===== src/rtl/rr_line_arbiter_if.sv =====
// rr_line_arbiter_if: bundle of the icache, dcache-side and L2 port signals
// shared by rr_line_arbiter and whatever drives it.
//
// Handshake: a requester raises its read/write request and holds the request,
// address and write data stable until it sees its own resp pulse (resp acts as
// the single-cycle ready/done). It drops the request in the cycle after resp.
// While a request is not yet granted it may change freely; only the value
// present on the grant edge is used. On the L2 side m_read/m_write stay high
// for the whole transfer and m_resp is a one-cycle completion pulse carrying
// m_rdata.
interface rr_line_arbiter_if #(
    parameter int ADDR_W = 32,
    parameter int LINE_W = 256
);
    // icache side
    logic              i_read;
    logic [ADDR_W-1:0] i_address;
    logic              i_resp;
    logic [LINE_W-1:0] i_rdata;
    // dcache side (behind the eviction buffer)
    logic              d_read;
    logic              d_write;
    logic [ADDR_W-1:0] d_address;
    logic [LINE_W-1:0] d_wdata;
    logic              d_resp;
    logic [LINE_W-1:0] d_rdata;
    // L2 port
    logic              m_read;
    logic              m_write;
    logic [ADDR_W-1:0] m_address;
    logic [LINE_W-1:0] m_wdata;
    logic              m_resp;
    logic [LINE_W-1:0] m_rdata;
    // arbiter state, for checkers and debug (0 idle, 1 serving I, 2 serving D)
    logic [1:0]        dbg_state;

    modport slave (
        input  i_read, i_address,
        output i_resp, i_rdata,
        input  d_read, d_write, d_address, d_wdata,
        output d_resp, d_rdata,
        output m_read, m_write, m_address, m_wdata,
        input  m_resp, m_rdata,
        output dbg_state
    );

    modport master (
        output i_read, i_address,
        input  i_resp, i_rdata,
        output d_read, d_write, d_address, d_wdata,
        input  d_resp, d_rdata,
        input  m_read, m_write, m_address, m_wdata,
        output m_resp, m_rdata,
        input  dbg_state
    );
endinterface


===== src/rtl/rr_line_arbiter.sv =====
// rr_line_arbiter: shares one L2 cache-line port between the icache (read
// only) and the dcache side (read/write). One requester is granted at a time;
// its command is latched on the grant edge and driven to L2 until m_resp, and
// the completion is routed back only to the granted side.
//
// Build option: define ARB_DPRIO_EN to make the dcache side win every tie.
// Without it ties alternate (round-robin via last_grant).
module rr_line_arbiter #(
    parameter int ADDR_W = 32,
    parameter int LINE_W = 256
) (
    input  logic               clk,
    input  logic               rst,
    rr_line_arbiter_if.slave   bus
);

    typedef enum logic [1:0] {
        ST_IDLE    = 2'd0,
        ST_SERVE_I = 2'd1,
        ST_SERVE_D = 2'd2
    } state_e;

    state_e              state_q, state_d;
    logic                last_grant_q, last_grant_d;  // 0 = icache, 1 = dcache
    logic                op_write_q, op_write_d;      // latched dcache op
    logic [ADDR_W-1:0]   addr_q, addr_d;
    logic [LINE_W-1:0]   wdata_q, wdata_d;

    logic                i_pend;
    logic                d_pend;
    logic                grant_d_side;

    // Decide who would win if the arbiter were idle this cycle.
    always_comb begin
        i_pend = bus.i_read;
        d_pend = bus.d_read | bus.d_write;
`ifdef ARB_DPRIO_EN
        // dcache always wins a tie; last_grant is tracked but not consulted.
        grant_d_side = d_pend;
`else
        // On a tie the side that did not win last time goes next.
        grant_d_side = d_pend & (~i_pend | ~last_grant_q);
`endif
    end

    // Next-state logic: grant in IDLE, return to IDLE on the L2 completion.
    always_comb begin
        state_d      = state_q;
        last_grant_d = last_grant_q;
        op_write_d   = op_write_q;
        addr_d       = addr_q;
        wdata_d      = wdata_q;
        unique case (state_q)
            ST_IDLE: begin
                if (grant_d_side) begin
                    state_d      = ST_SERVE_D;
                    last_grant_d = 1'b1;
                    // A write wins when both d_read and d_write are high.
                    op_write_d   = bus.d_write;
                    addr_d       = bus.d_address;
                    wdata_d      = bus.d_wdata;
                end else if (i_pend) begin
                    state_d      = ST_SERVE_I;
                    last_grant_d = 1'b0;
                    op_write_d   = 1'b0;
                    addr_d       = bus.i_address;
                end
            end
            ST_SERVE_I: begin
                if (bus.m_resp) state_d = ST_IDLE;
            end
            ST_SERVE_D: begin
                if (bus.m_resp) state_d = ST_IDLE;
            end
            default: begin
                state_d = ST_IDLE;
            end
        endcase
    end

    // State and latched command registers; reset abandons any transfer.
    always_ff @(posedge clk) begin
        if (rst) begin
            state_q      <= ST_IDLE;
            last_grant_q <= 1'b1;  // icache wins the first tie
            op_write_q   <= 1'b0;
            addr_q       <= '0;
            wdata_q      <= '0;
        end else begin
            state_q      <= state_d;
            last_grant_q <= last_grant_d;
            op_write_q   <= op_write_d;
            addr_q       <= addr_d;
            wdata_q      <= wdata_d;
        end
    end

    // Output decode: drive L2 from the latched command, route resp to the owner.
    always_comb begin
        bus.m_read    = 1'b0;
        bus.m_write   = 1'b0;
        bus.m_address = '0;
        bus.m_wdata   = '0;
        bus.i_resp    = 1'b0;
        bus.i_rdata   = '0;
        bus.d_resp    = 1'b0;
        bus.d_rdata   = '0;
        unique case (state_q)
            ST_SERVE_I: begin
                bus.m_read    = 1'b1;
                bus.m_address = addr_q;
                bus.i_resp    = bus.m_resp;
                bus.i_rdata   = bus.m_rdata;
            end
            ST_SERVE_D: begin
                bus.m_read    = ~op_write_q;
                bus.m_write   = op_write_q;
                bus.m_address = addr_q;
                bus.m_wdata   = wdata_q;
                bus.d_resp    = bus.m_resp;
                bus.d_rdata   = bus.m_rdata;
            end
            default: begin
                // IDLE: everything stays at its default of zero; a stray
                // m_resp here goes nowhere.
            end
        endcase
    end

    assign bus.dbg_state = state_q;

    // L2 never sees a read and a write at the same time.
    property p_no_dual_cmd;
        @(posedge clk) disable iff (rst) !(bus.m_read && bus.m_write);
    endproperty
    a_no_dual_cmd: assert property (p_no_dual_cmd);

    // No L2 command and no completion while idle.
    property p_idle_quiet;
        @(posedge clk) disable iff (rst)
            (state_q == ST_IDLE) |-> !(bus.m_read || bus.m_write || bus.i_resp || bus.d_resp);
    endproperty
    a_idle_quiet: assert property (p_idle_quiet);

    // A completion never reaches both sides.
    property p_one_resp;
        @(posedge clk) disable iff (rst) !(bus.i_resp && bus.d_resp);
    endproperty
    a_one_resp: assert property (p_one_resp);

endmodule


===== src/flat_wrapper.sv =====
// flat-port wrapper written by rule: the top's interface ports become plain ports
module rr_line_arbiter_flat 
#(
    parameter int ADDR_W = 32,
    parameter int LINE_W = 256
)
  (clk, rst, bus_i_read, bus_i_address, bus_i_resp, bus_i_rdata, bus_d_read, bus_d_write, bus_d_address, bus_d_wdata, bus_d_resp, bus_d_rdata, bus_m_read, bus_m_write, bus_m_address, bus_m_wdata, bus_m_resp, bus_m_rdata, bus_dbg_state);
  rr_line_arbiter_if #(.ADDR_W(ADDR_W), .LINE_W(LINE_W)) bus_i ();
  input  logic clk;
  input  logic rst;
  input wire logic [$bits(bus_i.i_read)-1:0] bus_i_read;
  input wire logic [$bits(bus_i.i_address)-1:0] bus_i_address;
  output wire logic [$bits(bus_i.i_resp)-1:0] bus_i_resp;
  output wire logic [$bits(bus_i.i_rdata)-1:0] bus_i_rdata;
  input wire logic [$bits(bus_i.d_read)-1:0] bus_d_read;
  input wire logic [$bits(bus_i.d_write)-1:0] bus_d_write;
  input wire logic [$bits(bus_i.d_address)-1:0] bus_d_address;
  input wire logic [$bits(bus_i.d_wdata)-1:0] bus_d_wdata;
  output wire logic [$bits(bus_i.d_resp)-1:0] bus_d_resp;
  output wire logic [$bits(bus_i.d_rdata)-1:0] bus_d_rdata;
  output wire logic [$bits(bus_i.m_read)-1:0] bus_m_read;
  output wire logic [$bits(bus_i.m_write)-1:0] bus_m_write;
  output wire logic [$bits(bus_i.m_address)-1:0] bus_m_address;
  output wire logic [$bits(bus_i.m_wdata)-1:0] bus_m_wdata;
  input wire logic [$bits(bus_i.m_resp)-1:0] bus_m_resp;
  input wire logic [$bits(bus_i.m_rdata)-1:0] bus_m_rdata;
  output wire logic [$bits(bus_i.dbg_state)-1:0] bus_dbg_state;
  assign bus_i.i_read = bus_i_read;
  assign bus_i.i_address = bus_i_address;
  assign bus_i_resp = bus_i.i_resp;
  assign bus_i_rdata = bus_i.i_rdata;
  assign bus_i.d_read = bus_d_read;
  assign bus_i.d_write = bus_d_write;
  assign bus_i.d_address = bus_d_address;
  assign bus_i.d_wdata = bus_d_wdata;
  assign bus_d_resp = bus_i.d_resp;
  assign bus_d_rdata = bus_i.d_rdata;
  assign bus_m_read = bus_i.m_read;
  assign bus_m_write = bus_i.m_write;
  assign bus_m_address = bus_i.m_address;
  assign bus_m_wdata = bus_i.m_wdata;
  assign bus_i.m_resp = bus_m_resp;
  assign bus_i.m_rdata = bus_m_rdata;
  assign bus_dbg_state = bus_i.dbg_state;
  rr_line_arbiter #(.ADDR_W(ADDR_W), .LINE_W(LINE_W)) u_core (.clk(clk), .rst(rst), .bus(bus_i));
endmodule

===== config.mk =====
export PLATFORM = sky130hd
export DESIGN_NAME = rr_line_arbiter_flat
export DESIGN_NICKNAME = d
export VERILOG_FILES = /design/src/rtl/rr_line_arbiter_if.sv /design/src/rtl/rr_line_arbiter.sv /design/src/flat_wrapper.sv
export SDC_FILE = /design/constraint.sdc
export NUM_CORES = 1
export LEC_CHECK = 0
export ABC_AREA = 1
export ABC_CLOCK_PERIOD_IN_PS = 2200
export BUFFER_PORTS_ARGS = -buffer_cell sky130_fd_sc_hd__buf_2
export CAP_MARGIN = 10
export CELL_PAD_IN_SITES_DETAIL_PLACEMENT = 1
export CELL_PAD_IN_SITES_GLOBAL_PLACEMENT = 1
export CORE_AREA = 2 2 539 541
export CTS_CLUSTER_SIZE = 14
export DETAILED_ROUTE_END_ITERATION = 16
export DIE_AREA = 0 0 541 543
export PLACE_DENSITY_LB_ADDON = 0.1
export SLEW_MARGIN = 15
export SYNTH_ARGS = -nofsm -noshare
export SYNTH_HDL_FRONTEND = slang
export SYNTH_SLANG_ARGS = --single-unit

===== constraint.sdc =====
create_clock -name clk -period 2.2 [get_ports clk]
set_input_delay 0.33 -clock clk [delete_from_list [all_inputs] [get_ports clk]]
set_output_delay 0.33 -clock clk [all_outputs]
set_load 0.05 [all_outputs]

==> results.cfg <==
[outcome]
outcome = finished with violations
violations = negative setup slack

[floorplan]
die-area_mm2 = 0.294
dieWidth_um = 541
dieHeight_um = 543
initial_core_util_pct = 5.93
io_pins = 1388
core.rowCount = 197
core_mm2 = 0.287

[cts]
h-tree-depth = 2
cts.sinks = 292
cts_tree = done
clk_latency_ns = 0.66
clkTransAtPathRegs_ns = 0.06
clk_path_buf_depth = 3
cts_buffers = 45
root_buffer = clkbuf_16

[timing]
fin_crit_sh_pct = 112
setup_slack_ns = -0.254
fin_crit_ns = 2.45
hold_viol = 0
fin_hold_ws_ns = 0.0513
clock.fmax_mhz = 407
rsz0062_at_grt = yes
worstMarginPinSlew_ns = 0.573
max_slew_margin_pct = 61.8
slew_violations = 0
setup-violations-final = 802
finClkSkew_ns = 0.0545

[logic_synthesis]
yosysSeqAreaShare_pct = 34.3
yosysUniqueCellTypes = 22
yosys_warnings = 0
syn-cell-area_mm2 = 0.0170
synth_nets = 3701
synthCells = 3116
syn_area_per_cell_um2 = 5.47
ys_ff_latch = 292

[global_route]
antenna_found_initial = 116
grt_overflow = 0
grt_max_degree = 66
track_usage_pct = 12.5
grt_pass1_vias = 26300
grt_pass1_wl_mm = 250

[route]
dr_total_vias = 25400
drc = 0
drt-initial-drc-count = 1076
drt-total-wl_mm = 197
wire_per_inst_um = 22.6
vias_per_cell = 2.92
drt-pass1-iter-count = 4
ant_nets = 0

[setup_path]
cp_data_arrival_time_ns = 2.12
start_kind = register
worstPathRequired_ns = 1.87
crit_fanout = 8
path_class = reg -> out
end_kind = output port

[finish]
stdcell_count = 8699
syn2layout_area_growth_pct = 151
final_area_mm2 = 0.0428
num-fill-cells = 34500
fin_nets = 5435
drive_above_1_share_pct = 41.4
layout_common_cells = 816 x buf_2, 725 x nand2_1, 649 x inv_1
layout_commonest_cell = buf_2

[placed_design]
placed_cells = 8196
routabilityCongestion = 0.912
port_buffers = 1387
place_ws_ns = 0.0168
placed_area_mm2 = 0.0327
hpwl_mm = 157

[run]
max_cap_violations = 0

[min_path]
min_path_type = in -> reg

[pwr]
p_per_area_mw_per_mm2 = 629
p_leak_nw = 25.0
peakVddDrop_mv = 0.577
power.total_mw = 26.9
logic make-up after synthesis:
group,after synthesis,synth area share (%)
adder cells (fa/ha/maj),3,0.220
AO/OA/AOI/OAI,293,8.65
buffers and inverters,1034,23.8
flip-flops,292,34.3
AND/OR/NAND/NOR,1494,33.0
worst paths after layout:
| path | depth (start not counted) | end | slack (ns) | start |
|---|---|---|---|---|
| min reg2reg | 2 | u_core.wdata_q[50] | 0.51 | u_core.wdata_q[50] |
| max | 9 | bus_d_rdata[13] | -0.25 | u_core.bus.dbg_state[0] |
| max reg2reg | 10 | u_core.addr_q[10] | 0.15 | u_core.bus.dbg_state[0] |
| min | 3 | u_core.wdata_q[214] | 0.05 | bus_d_wdata[214] |
where the power goes:
group	internal [mW]	total [mW]	switching [mW]
clock network	4.60	7.91	3.31
registers	6.08	6.65	0.570
logic	4.59	12.4	7.76
worst max-delay path, stage by stage (launching register included):
cell       delay, ns
dfxtp_2         0.32
inv_2           0.07
ha_4            0.18
buf_12          0.17
buf_16          0.16
buf_12          0.13
clkbuf_16       0.16
nand2_1         0.08
inv_2           0.08
buf_12          0.13
per-stage QoR:
step / setup TNS, ns / utilization [%]
2_1_floorplan: 0 / -
3_3_place_gp: 0 / 11.4
3_5_place_dp: 0 / 11.4
4_1_cts: -241.46 / 13.7
5_1_grt: -248.97 / 14.9
6_report: -117.23 / 14.9
cells in the mapped netlist, drive strengths merged:
cell type / number / area share [%]
a21oi: 3 / 0.088
buf: 119 / 3.6
clkbuf: 71 / 1.6
clkinv: 1 / 0.022
dfxtp: 292 / 34
ha: 3 / 0.22
inv: 843 / 19
nand2: 878 / 19
nand3: 2 / 0.059
nand4: 2 / 0.073
nor2: 612 / 14
o21a: 1 / 0.044
o21ai: 289 / 8.5
sequential cells by signal (all words and copies together), names as in the netlist:
signal / cells
u_core.addr_q: 32
u_core.op_write_q: 1
u_core.wdata_q: 256
u_core.bus.dbg_state: 2
u_core.last_grant_q: 1
cell type report:
cell class	count	area, µm²	area share, %
Inverter	844	3320	7.75
Clock buffer	64	1300	3.03
Tap cell	3781	4730	11.1
Multi-Input combinational cell	1790	8160	19.1
Timing Repair Buffer	1877	19100	44.6
Clock inverter	17	250	0.585
Sequential cell	292	5850	13.7
Antenna cell	34	85.1	0.199
what timing repair did:
item	CTS	global route
pin swaps	6	45
resized for setup	470	1105
gates cloned	24	23
buffers inserted	33	34
hold buffers	285	0
endpoints found under the hold margin	282	0
endpoints found under the setup margin	804	806
per-layer routing:
layer / wire (µm) / global-route usage [%] / part of all wire [%]
met1: 85100 / 15.5 / 43
met2: 90400 / 20.4 / 46
met3: 15400 / 4.49 / 7.9
met4: 5380 / 3.06 / 2.7
met5: 205 / 0 / 0.10
No activity file was read; power rests on OpenSTA's default activity.
